### src/rtl/pwm_spd_if.sv
// Bundles the PWM pair, error clear and decoded speed outputs of one motor
// channel. The master drives the PWM pair; the decoder is the slave.
interface pwm_spd_if;
  logic               PWM1;
  logic               PWM2;
  logic               clr_err;
  logic signed [10:0] spd;
  logic               vld;
  logic               period_err;
  logic               stall;
  logic               shoot_thru;

  modport master (
    output PWM1, PWM2, clr_err,
    input  spd, vld, period_err, stall, shoot_thru
  );

  modport slave (
    input  PWM1, PWM2, clr_err,
    output spd, vld, period_err, stall, shoot_thru
  );
endinterface

### src/rtl/pwm_spd_decoder.sv
// pwm_spd_decoder: recovers the signed 11-bit speed command from a
// complementary PWM pair by counting high cycles per PWM period.
// Also flags period errors, stalls (no rising edge for 2*PERIOD cycles)
// and sticky shoot-through (both PWM inputs high together).
// Build option: PWM_DEC_SYNC_EN adds a 2-flop synchronizer on PWM1/PWM2
// ahead of the sampling register (2 extra cycles of latency).
module pwm_spd_decoder #(
  parameter int unsigned PERIOD = 2048
) (
  input logic       clk,
  input logic       rst,
  pwm_spd_if.slave  bus
);

  localparam int unsigned CW = $clog2(PERIOD) + 2;
  localparam logic [CW-1:0] MID_C  = CW'(PERIOD / 2);
  localparam logic [CW-1:0] PER_C  = CW'(PERIOD);
  localparam logic [CW-1:0] PER2_C = CW'(2 * PERIOD);
  localparam logic [CW-1:0] PER2_M1_C = CW'(2 * PERIOD - 1);

  typedef enum logic {
    SYNC,
    MEAS
  } state_t;

  // Saturate a CW-bit two's-complement difference to [-1024, +1023].
  function automatic logic signed [10:0] sat11(input logic [CW-1:0] diff);
    logic signed [CW-1:0] s;
    s = signed'(diff);
    if (s > 1023)
      return 11'sh3FF;
    else if (s < -1024)
      return 11'sh400;
    else
      return 11'(s);
  endfunction

  logic p1_in;
  logic p2_in;

`ifdef PWM_DEC_SYNC_EN
  logic [1:0] p1_m_q, p1_m_d;
  logic [1:0] p2_m_q, p2_m_d;

  // Shift the raw inputs into the two-stage synchronizers.
  always_comb begin
    p1_m_d = {p1_m_q[0], bus.PWM1};
    p2_m_d = {p2_m_q[0], bus.PWM2};
  end

  // Synchronizer flops.
  always_ff @(posedge clk or posedge rst) begin
    if (rst) begin
      p1_m_q <= '0;
      p2_m_q <= '0;
    end else begin
      p1_m_q <= p1_m_d;
      p2_m_q <= p2_m_d;
    end
  end

  assign p1_in = p1_m_q[1];
  assign p2_in = p2_m_q[1];
`else
  assign p1_in = bus.PWM1;
  assign p2_in = bus.PWM2;
`endif

  state_t             state_q, state_d;
  logic               p1_s_q, p1_s_d;
  logic               p2_s_q, p2_s_d;
  logic               p1_d_q, p1_d_d;
  logic [CW-1:0]      hi_cnt_q, hi_cnt_d;
  logic [CW-1:0]      per_cnt_q, per_cnt_d;
  logic signed [10:0] spd_q, spd_d;
  logic               vld_q, vld_d;
  logic               period_err_q, period_err_d;
  logic               stall_q, stall_d;
  logic               shoot_thru_q, shoot_thru_d;
  logic               rise;

  assign rise = p1_s_q & ~p1_d_q;

  // Sampling, edge detection, measurement FSM and flag updates.
  always_comb begin
    p1_s_d       = p1_in;
    p2_s_d       = p2_in;
    p1_d_d       = p1_s_q;
    state_d      = state_q;
    hi_cnt_d     = hi_cnt_q;
    per_cnt_d    = per_cnt_q;
    spd_d        = spd_q;
    vld_d        = 1'b0;
    period_err_d = period_err_q;
    stall_d      = stall_q;
    // Set has priority over clear when both land in the same cycle.
    shoot_thru_d = (shoot_thru_q & ~bus.clr_err) | (p1_s_q & p2_s_q);

    case (state_q)
      SYNC: begin
        hi_cnt_d  = '0;
        per_cnt_d = '0;
        if (rise) begin
          state_d   = MEAS;
          hi_cnt_d  = CW'(1);
          per_cnt_d = CW'(1);
        end
      end

      MEAS: begin
        if (rise) begin
          // The rise cycle itself is the first high cycle of the new period.
          spd_d        = sat11(hi_cnt_q - MID_C);
          period_err_d = (per_cnt_q != PER_C);
          vld_d        = 1'b1;
          stall_d      = 1'b0;
          hi_cnt_d     = CW'(1);
          per_cnt_d    = CW'(1);
        end else if (per_cnt_q != PER2_C) begin
          per_cnt_d = per_cnt_q + CW'(1);
          hi_cnt_d  = hi_cnt_q + CW'(p1_s_q);
          // Timeout reports once, on the step into saturation; afterwards
          // both counters freeze until the next rise.
          if (per_cnt_q == PER2_M1_C) begin
            stall_d      = 1'b1;
            vld_d        = 1'b1;
            period_err_d = 1'b1;
            spd_d        = p1_s_q ? 11'sh3FF : 11'sh400;
          end
        end
      end

      default: begin
        state_d = SYNC;
      end
    endcase
  end

  // State and output registers.
  always_ff @(posedge clk or posedge rst) begin
    if (rst) begin
      state_q      <= SYNC;
      p1_s_q       <= 1'b0;
      p2_s_q       <= 1'b0;
      p1_d_q       <= 1'b0;
      hi_cnt_q     <= '0;
      per_cnt_q    <= '0;
      spd_q        <= '0;
      vld_q        <= 1'b0;
      period_err_q <= 1'b0;
      stall_q      <= 1'b0;
      shoot_thru_q <= 1'b0;
    end else begin
      state_q      <= state_d;
      p1_s_q       <= p1_s_d;
      p2_s_q       <= p2_s_d;
      p1_d_q       <= p1_d_d;
      hi_cnt_q     <= hi_cnt_d;
      per_cnt_q    <= per_cnt_d;
      spd_q        <= spd_d;
      vld_q        <= vld_d;
      period_err_q <= period_err_d;
      stall_q      <= stall_d;
      shoot_thru_q <= shoot_thru_d;
    end
  end

  assign bus.spd        = spd_q;
  assign bus.vld        = vld_q;
  assign bus.period_err = period_err_q;
  assign bus.stall      = stall_q;
  assign bus.shoot_thru = shoot_thru_q;

endmodule

### src/flat_wrapper.sv
// flat-port wrapper written by rule: the top's interface ports become plain ports
module pwm_spd_decoder_flat 
#(
  parameter int unsigned PERIOD = 2048
)
  (clk, rst, bus_PWM1, bus_PWM2, bus_clr_err, bus_spd, bus_vld, bus_period_err, bus_stall, bus_shoot_thru);
  pwm_spd_if bus_i ();
  input logic clk;
  input logic rst;
  input wire logic [$bits(bus_i.PWM1)-1:0] bus_PWM1;
  input wire logic [$bits(bus_i.PWM2)-1:0] bus_PWM2;
  input wire logic [$bits(bus_i.clr_err)-1:0] bus_clr_err;
  output wire logic [$bits(bus_i.spd)-1:0] bus_spd;
  output wire logic [$bits(bus_i.vld)-1:0] bus_vld;
  output wire logic [$bits(bus_i.period_err)-1:0] bus_period_err;
  output wire logic [$bits(bus_i.stall)-1:0] bus_stall;
  output wire logic [$bits(bus_i.shoot_thru)-1:0] bus_shoot_thru;
  assign bus_i.PWM1 = bus_PWM1;
  assign bus_i.PWM2 = bus_PWM2;
  assign bus_i.clr_err = bus_clr_err;
  assign bus_spd = bus_i.spd;
  assign bus_vld = bus_i.vld;
  assign bus_period_err = bus_i.period_err;
  assign bus_stall = bus_i.stall;
  assign bus_shoot_thru = bus_i.shoot_thru;
  pwm_spd_decoder #(.PERIOD(PERIOD)) u_core (.clk(clk), .rst(rst), .bus(bus_i));
endmodule
### config.mk
export PLATFORM = sky130hd
export DESIGN_NAME = pwm_spd_decoder_flat
export DESIGN_NICKNAME = d
export VERILOG_FILES = /design/src/rtl/pwm_spd_if.sv /design/src/rtl/pwm_spd_decoder.sv /design/src/flat_wrapper.sv
export SDC_FILE = /design/constraint.sdc
export NUM_CORES = 1
export LEC_CHECK = 0
export ABC_AREA = 1
export ABC_CLOCK_PERIOD_IN_PS = 1700
export BUFFER_PORTS_ARGS = -buffer_cell sky130_fd_sc_hd__buf_2
export CAP_MARGIN = 15
export CELL_PAD_IN_SITES_DETAIL_PLACEMENT = 0
export CELL_PAD_IN_SITES_GLOBAL_PLACEMENT = 1
export CORE_MARGIN = 4
export CORE_UTILIZATION = 40
export DETAILED_ROUTE_END_ITERATION = 8
export GPL_TIMING_DRIVEN = 0
export PLACE_DENSITY = 0.81
export SETUP_SLACK_MARGIN = 0.15
export SYNTH_ARGS = -nofsm -noshare
export SYNTH_HDL_FRONTEND = slang
export SYNTH_SLANG_ARGS = --single-unit
### constraint.sdc
create_clock -name clk -period 1.7 [get_ports clk]
set_input_delay 0.255 -clock clk [delete_from_list [all_inputs] [get_ports clk]]
set_output_delay 0.255 -clock clk [all_outputs]
set_load 0.02 [all_outputs]
# Word level (Yosys, flattened, before mapping)
# Cells that the tools add are included.
totals:
  reg_bits: 45
  input_bits: 5
  output_inout_bits: 15
  wordCells: 53
classes:
  n_addsub: 3
  order_cmp: 2
  n_eq_ne: 4
  n_mux: 23
  bitwise: 7
  n_reduce_logical: 3
op_table:
  columns: ["op", "n"]
  rows:
  - ["$mux 11", 6]
  - ["$mux 13", 4]
  - ["$pmux 13 s2", 2]
  - ["$add 13x1->13", 1]
  - ["$add 13x1->13 const B", 1]
  - ["$eq 13x12->1 const B", 1]
  - ["$gt 13x11->1 const B", 1]
  - ["$lt 13x11->1 const B", 1]
  - ["$ne 13x12->1 const B", 1]
  - ["$ne 13x13->1 const B", 1]
  - ["$sub 13x11->13 const B", 1]
  - ["$mux 1", 11]
  - ["$reduce_bool 2->1", 2]
  - ["$and 1x1->1", 3]
  - ["$ne 3x3->1 const B", 1]
  - ["$not 1->1", 3]
  - ["$reduce_and 3->1", 1]
  - ["$or 1x1->1", 1]

# Depth between registers and ports, before layout
depth:
  ltp_word: 5
  depth_mapped: 12
  depth_no_buf: 11

# Worst setup path after synthesis
# OpenSTA, ideal clock, no wires.
synth_path:
  path_type: "register to register"
  from: "reg u_core.p1_s_q, in the netlist u_core.p1_d_d"
  to: "reg u_core.hi_cnt_q[12]"
  setup_ns: 0.119
  t_arrival_ns: 1.469
  t_required_ns: 1.581
  path_slack_ns: 0.112
  stages_incl_launch_ff: 10
  n_path_buf: 0
  synth_period_minus_slack_ns: 1.588
  path_cell_list: "dfrtp_1 ha_1 ha_1 nand4_1 nor2_2 inv_1 nor2_1 nand3_1 nand2_1 nor2_1"
synth_between:
  elab_chain_len: 4
  elab_cells_between_ends: 6
  classes_between: "add/sub: 1; eq/ne: 1; mux: 3; bitwise: 1"
synth_rtl:
  columns: ["item", "line", "source"]
  rows:
  - ["from (decl)", "pwm_spd_decoder.sv:70", "logic p1_s_q, p1_s_d;"]
  - ["from (signal assigned)", "pwm_spd_decoder.sv:155", "p1_s_q <= p1_s_d;"]
  - ["$add 13x1->13", "pwm_spd_decoder.sv:121", "hi_cnt_d = hi_cnt_q + CW'(p1_s_q);"]
  - ["$mux 13", "pwm_spd_decoder.sv:119", "end else if (per_cnt_q != PER2_C) begin"]
  - ["$mux 13", "pwm_spd_decoder.sv:111", "if (rise) begin"]
  - ["$pmux 13 s2", "pwm_spd_decoder.sv:99", "case (state_q)"]
  - ["to (signal assigned)", "pwm_spd_decoder.sv:158", "hi_cnt_q <= hi_cnt_d;"]
  - ["to (decl)", "pwm_spd_decoder.sv:73", "logic [CW-1:0] hi_cnt_q, hi_cnt_d;"]
# Parallel ways exist; a longest one is shown, timed or not. The select of a mux whose other input is x is not followed.
# A chain may end at the register's enable or synchronous reset.

# Final worst setup path
layout_path:
  from: "reg u_core.per_cnt_q[0]"
  to: "reg u_core.hi_cnt_q[11]"
layout_between:
  elab_chain_len: 2
layout_rtl:
  columns: ["item", "line", "source"]
  rows:
  - ["from (decl)", "pwm_spd_decoder.sv:74", "logic [CW-1:0] per_cnt_q, per_cnt_d;"]
  - ["from (signal assigned)", "pwm_spd_decoder.sv:159", "per_cnt_q <= per_cnt_d;"]
  - ["$ne 13x13->1", "pwm_spd_decoder.sv:119", null]
  - ["$ne 3x3->1 (no source line)", null, null]
# Every way passes these cells.

==> impl_results.md <==
- Most common cell in the netlist: nand2_1
- Post-synth EDFFs: 0
- CTS tree: done
- Top cells by count, synth: nand2_1 (99), dfrtp_1 (45), inv_1 (35), nor2_1 (28), a21oi_1 (22)
- Gr ovfl total: 0
- Synth top area share: 0.457
- Setup violators final: 0
- Simple-gate share of the synthesized area: 0.318
- Final Max Slew Viols: 0
- Clock Skew: between 10 and 15 ps
- Io pins: 20
- Biggest area consumer among synthesized cells: dfrtp_1
- Crit start category: flip-flop
- Share of the yosys chip area belonging to registers: 0.457
- Clk Latency, worst-skew pair: around 300 ps
- Adder-Cell Fraction of Synth Area: 0.0355
- Core Rows: 28
- Initial antenna violation count: 0
- H-tree depth: 2
- Max Cap Viol: 0
- Layout overhead on the synthesized area: 36.4%
- Routed wire length: roughly 6200 um
- Synthesized area: between 2000 and 2500 um^2
- Critical path fanouts, max: 5
- CTS sink cnt: 45
- Status: complete, no violations
- FF+latch area: between 1000 and 1500 um^2
- Mean number of vias per cell: 5.01
- Worst Hold Class: input pin to flip-flop
- DRC viols: 0
- Slew @ Worst Pin: 483 ps
- Core footprint: 5960 um^2
- Number of DRC markers in iteration 0: ~120
- DR vias: roughly 2200
- Multi-input logic area: between 1000 and 1500 um^2
- Share of cells above drive strength 1: 0.379
- Unrepaired setup endpoints after global routing: true
- Final cell count without fillers: ~450
- Crit end category: flip-flop
- Prevailing post-synth register cell: dfrtp_1
- Clock slew at reported path FFs: about 90 ps
- Power Density: between 800 and 900 nW/um^2
- Synth Area in XOR/XNOR: 0.0107
- Avg Cell Area, Syn: 7.76 um^2
- CTS Buf Count: 5
- WS Path Type: flip-flop to flip-flop
- Placed insts: just over 400
- Top cells by area, synth: dfrtp_1 (46%), nand2_1 (15%), inv_1 (5.3%), a21oi_1 (4.5%), nor2_1 (4.3%)
- LEAKAGE: 1.65 nW
- Tcrit/Tclk final: 0.963
- Worst endpoint data arrival time: between 1500 and 2000 ps
- Async SR Flop Fraction: 1.00
- Compound-cell area share of the yosys netlist: 0.0964
- Main combinational cell family by area after synthesis: simple AND/OR/NAND/NOR gates
- Crit path required time: 1890 ps
- Ys Warns: 0
- Synth Register Bits: between 40 and 50
- Die W: slightly below 90 um
- WHS: just under 50 ps
- Number of port buffers: 19
- Vias in the first global route: 2126
- Endpoints failing hold: 0
- Die area: about 7500 um^2
- GRT Overall Usage: 0.167
- Largest net degree at the start of global routing: 26
- Initial cell density of the core: 0.414
- Fillers: between 500 and 600
- Mapped Cells: ~320
- Root Buffer Master: clkbuf_8
- Peak supply drop: 468 uV
- Normalized max-slew margin: 0.677
- Routed WL per cell: between 10 and 15 um
- First-pass GRT wire length: a little under 10000 um
- Multiplexer share of the synthesized area: 0
- # diodes: 0
- Fmax achieved: approximately 0.61 GHz
- Fin crit period: between 1500 and 2000 ps
- Dpl hpwl: roughly 4000 um
- Drt pass-1 iters: 4
- Die height: a little under 90 um
- Worst R2R Setup Slack: ~64 ps
- Synth cell types: 31
- Final Core Density: 0.565
- Routed Antenna Nets: 0
- Nets: between 300 and 400
- Post-synth net total: 330
- GPL Wtd Cong: 0.828
- CTS Buffer Depth: 2
final cells by class:
cell class              count  share of cell area
flip-flops and latches     45               0.336
well taps                  75              0.0279
clock buffers               6              0.0245
inverters                  40              0.0461
clock inverters             2             0.00409
plain buffers               7              0.0223
multi-input cells         226               0.423
repair buffers             46               0.116
routing by layer:
metal | global-route usage | vias up | share of wire | wire (um)
met1 | 0.222 | 1078 | 0.45 | 2810
met5 | 0 | - | 0 | 0
li1 | - | 1124 | - | -
met2 | 0.277 | 29 | 0.51 | 3180
met4 | 0.0467 | 0 | 0.012 | 75
met3 | 0.0314 | 8 | 0.027 | 169
sequential cells by signal (all words and copies together) (netlist names):
name	count
u_core.hi_cnt_q	13
u_core.per_cnt_q	13
u_core.bus.spd	11
u_core.bus.period_err	1
u_core.bus.shoot_thru	1
u_core.bus.stall	1
u_core.bus.vld	1
u_core.p1_d_d	1
u_core.p1_d_q	1
u_core.p2_s_q	1
u_core.state_q	1
placed cells by master (no fill, tap or decap), types with 3 or more instances in the layout:
cell type / n
o21ai_1: 5
inv_1: 29
buf_4: 17
dfrtp_1: 42
o21ai_0: 4
o21ai_2: 4
o21bai_1: 3
nand2_1: 78
a21oi_1: 16
buf_12: 3
nand3_2: 5
buf_2: 19
buf_6: 8
nand2_4: 5
nor2_2: 5
nand3_1: 12
inv_2: 9
clkbuf_8: 6
nor2_1: 23
ha_4: 5
dfrtp_2: 3
nand4_1: 8
nand2_2: 21
a21oi_2: 7
nor2_4: 8
critical path, stage by stage, from the launching register on:
cell	delay [ps]
dfrtp_1	450
buf_6	150
inv_4	40
ha_4	120
nand3_4	60
nor2_4	190
nand3b_4	140
buf_12	160
nand2_2	50
nand2_1	50
nand2_1	70
nor2_1	40
final timing paths:
| path | startpoint | endpoint | cells past startpoint |
|---|---|---|---|
| worst min-delay path | bus_PWM1 | u_core.p1_d_d$_DFF_PP0_ | 1 |
| worst max register to register | u_core.per_cnt_q[0]$_DFFE_PP0P_ | u_core.hi_cnt_q[11]$_DFFE_PP0P_ | 11 |
| worst min register to register | u_core.bus.spd[7]$_DFFE_PP0P_ | u_core.bus.spd[7]$_DFFE_PP0P_ | 2 |
| worst max-delay path | u_core.per_cnt_q[0]$_DFFE_PP0P_ | u_core.hi_cnt_q[11]$_DFFE_PP0P_ | 11 |
| min in group asynchronous | rst | u_core.bus.stall$_DFFE_PP0P_ | 3 |
| max in group asynchronous | rst | u_core.hi_cnt_q[0]$_DFFE_PP0P_ | 4 |
cell families (layout without fill, tap and decap cells):
family | Yosys count | in the layout
adder cells (fa/ha/maj) | 7 | 7
AO/OA/AOI/OAI | 43 | 43
buffers and inverters | 47 | 101
AND/OR/NAND/NOR | 173 | 173
flip-flops | 45 | 45
XOR/XNOR | 3 | 3
what timing repair did:
item / 4_1_cts / 5_1_grt
hold endpoints to repair: 20 / 0
setup buffers: 7 / 14
gates cloned: 0 / 4
pin swaps: 2 / 32
gates resized for setup: 16 / 78
hold buffers: 1 / 0
endpoints found under the setup margin: 27 / 30
where the power goes:
part / total [mW] / switching, mW / internal [mW]
sequential: 1.33 / 0.142 / 1.19
clock: 0.713 / 0.383 / 0.330
combinational: 0.758 / 0.421 / 0.337
total: 2.80 / 0.946 / 1.86
metrics by stage:
step	setup slack, ps	setup TNS (ps)	total power, mW	instance area, um^2
floorplan	172	0	1.69	2480
global placement	-391	-11930	1.82	2670
detailed placement	-90.9	-741	1.84	2690
CTS	153	0	2.62	2930
global route	-54.9	-153	2.98	3360
finish	63.7	0	2.80	3360
Note: power is estimated with default switching activity, not from simulation.
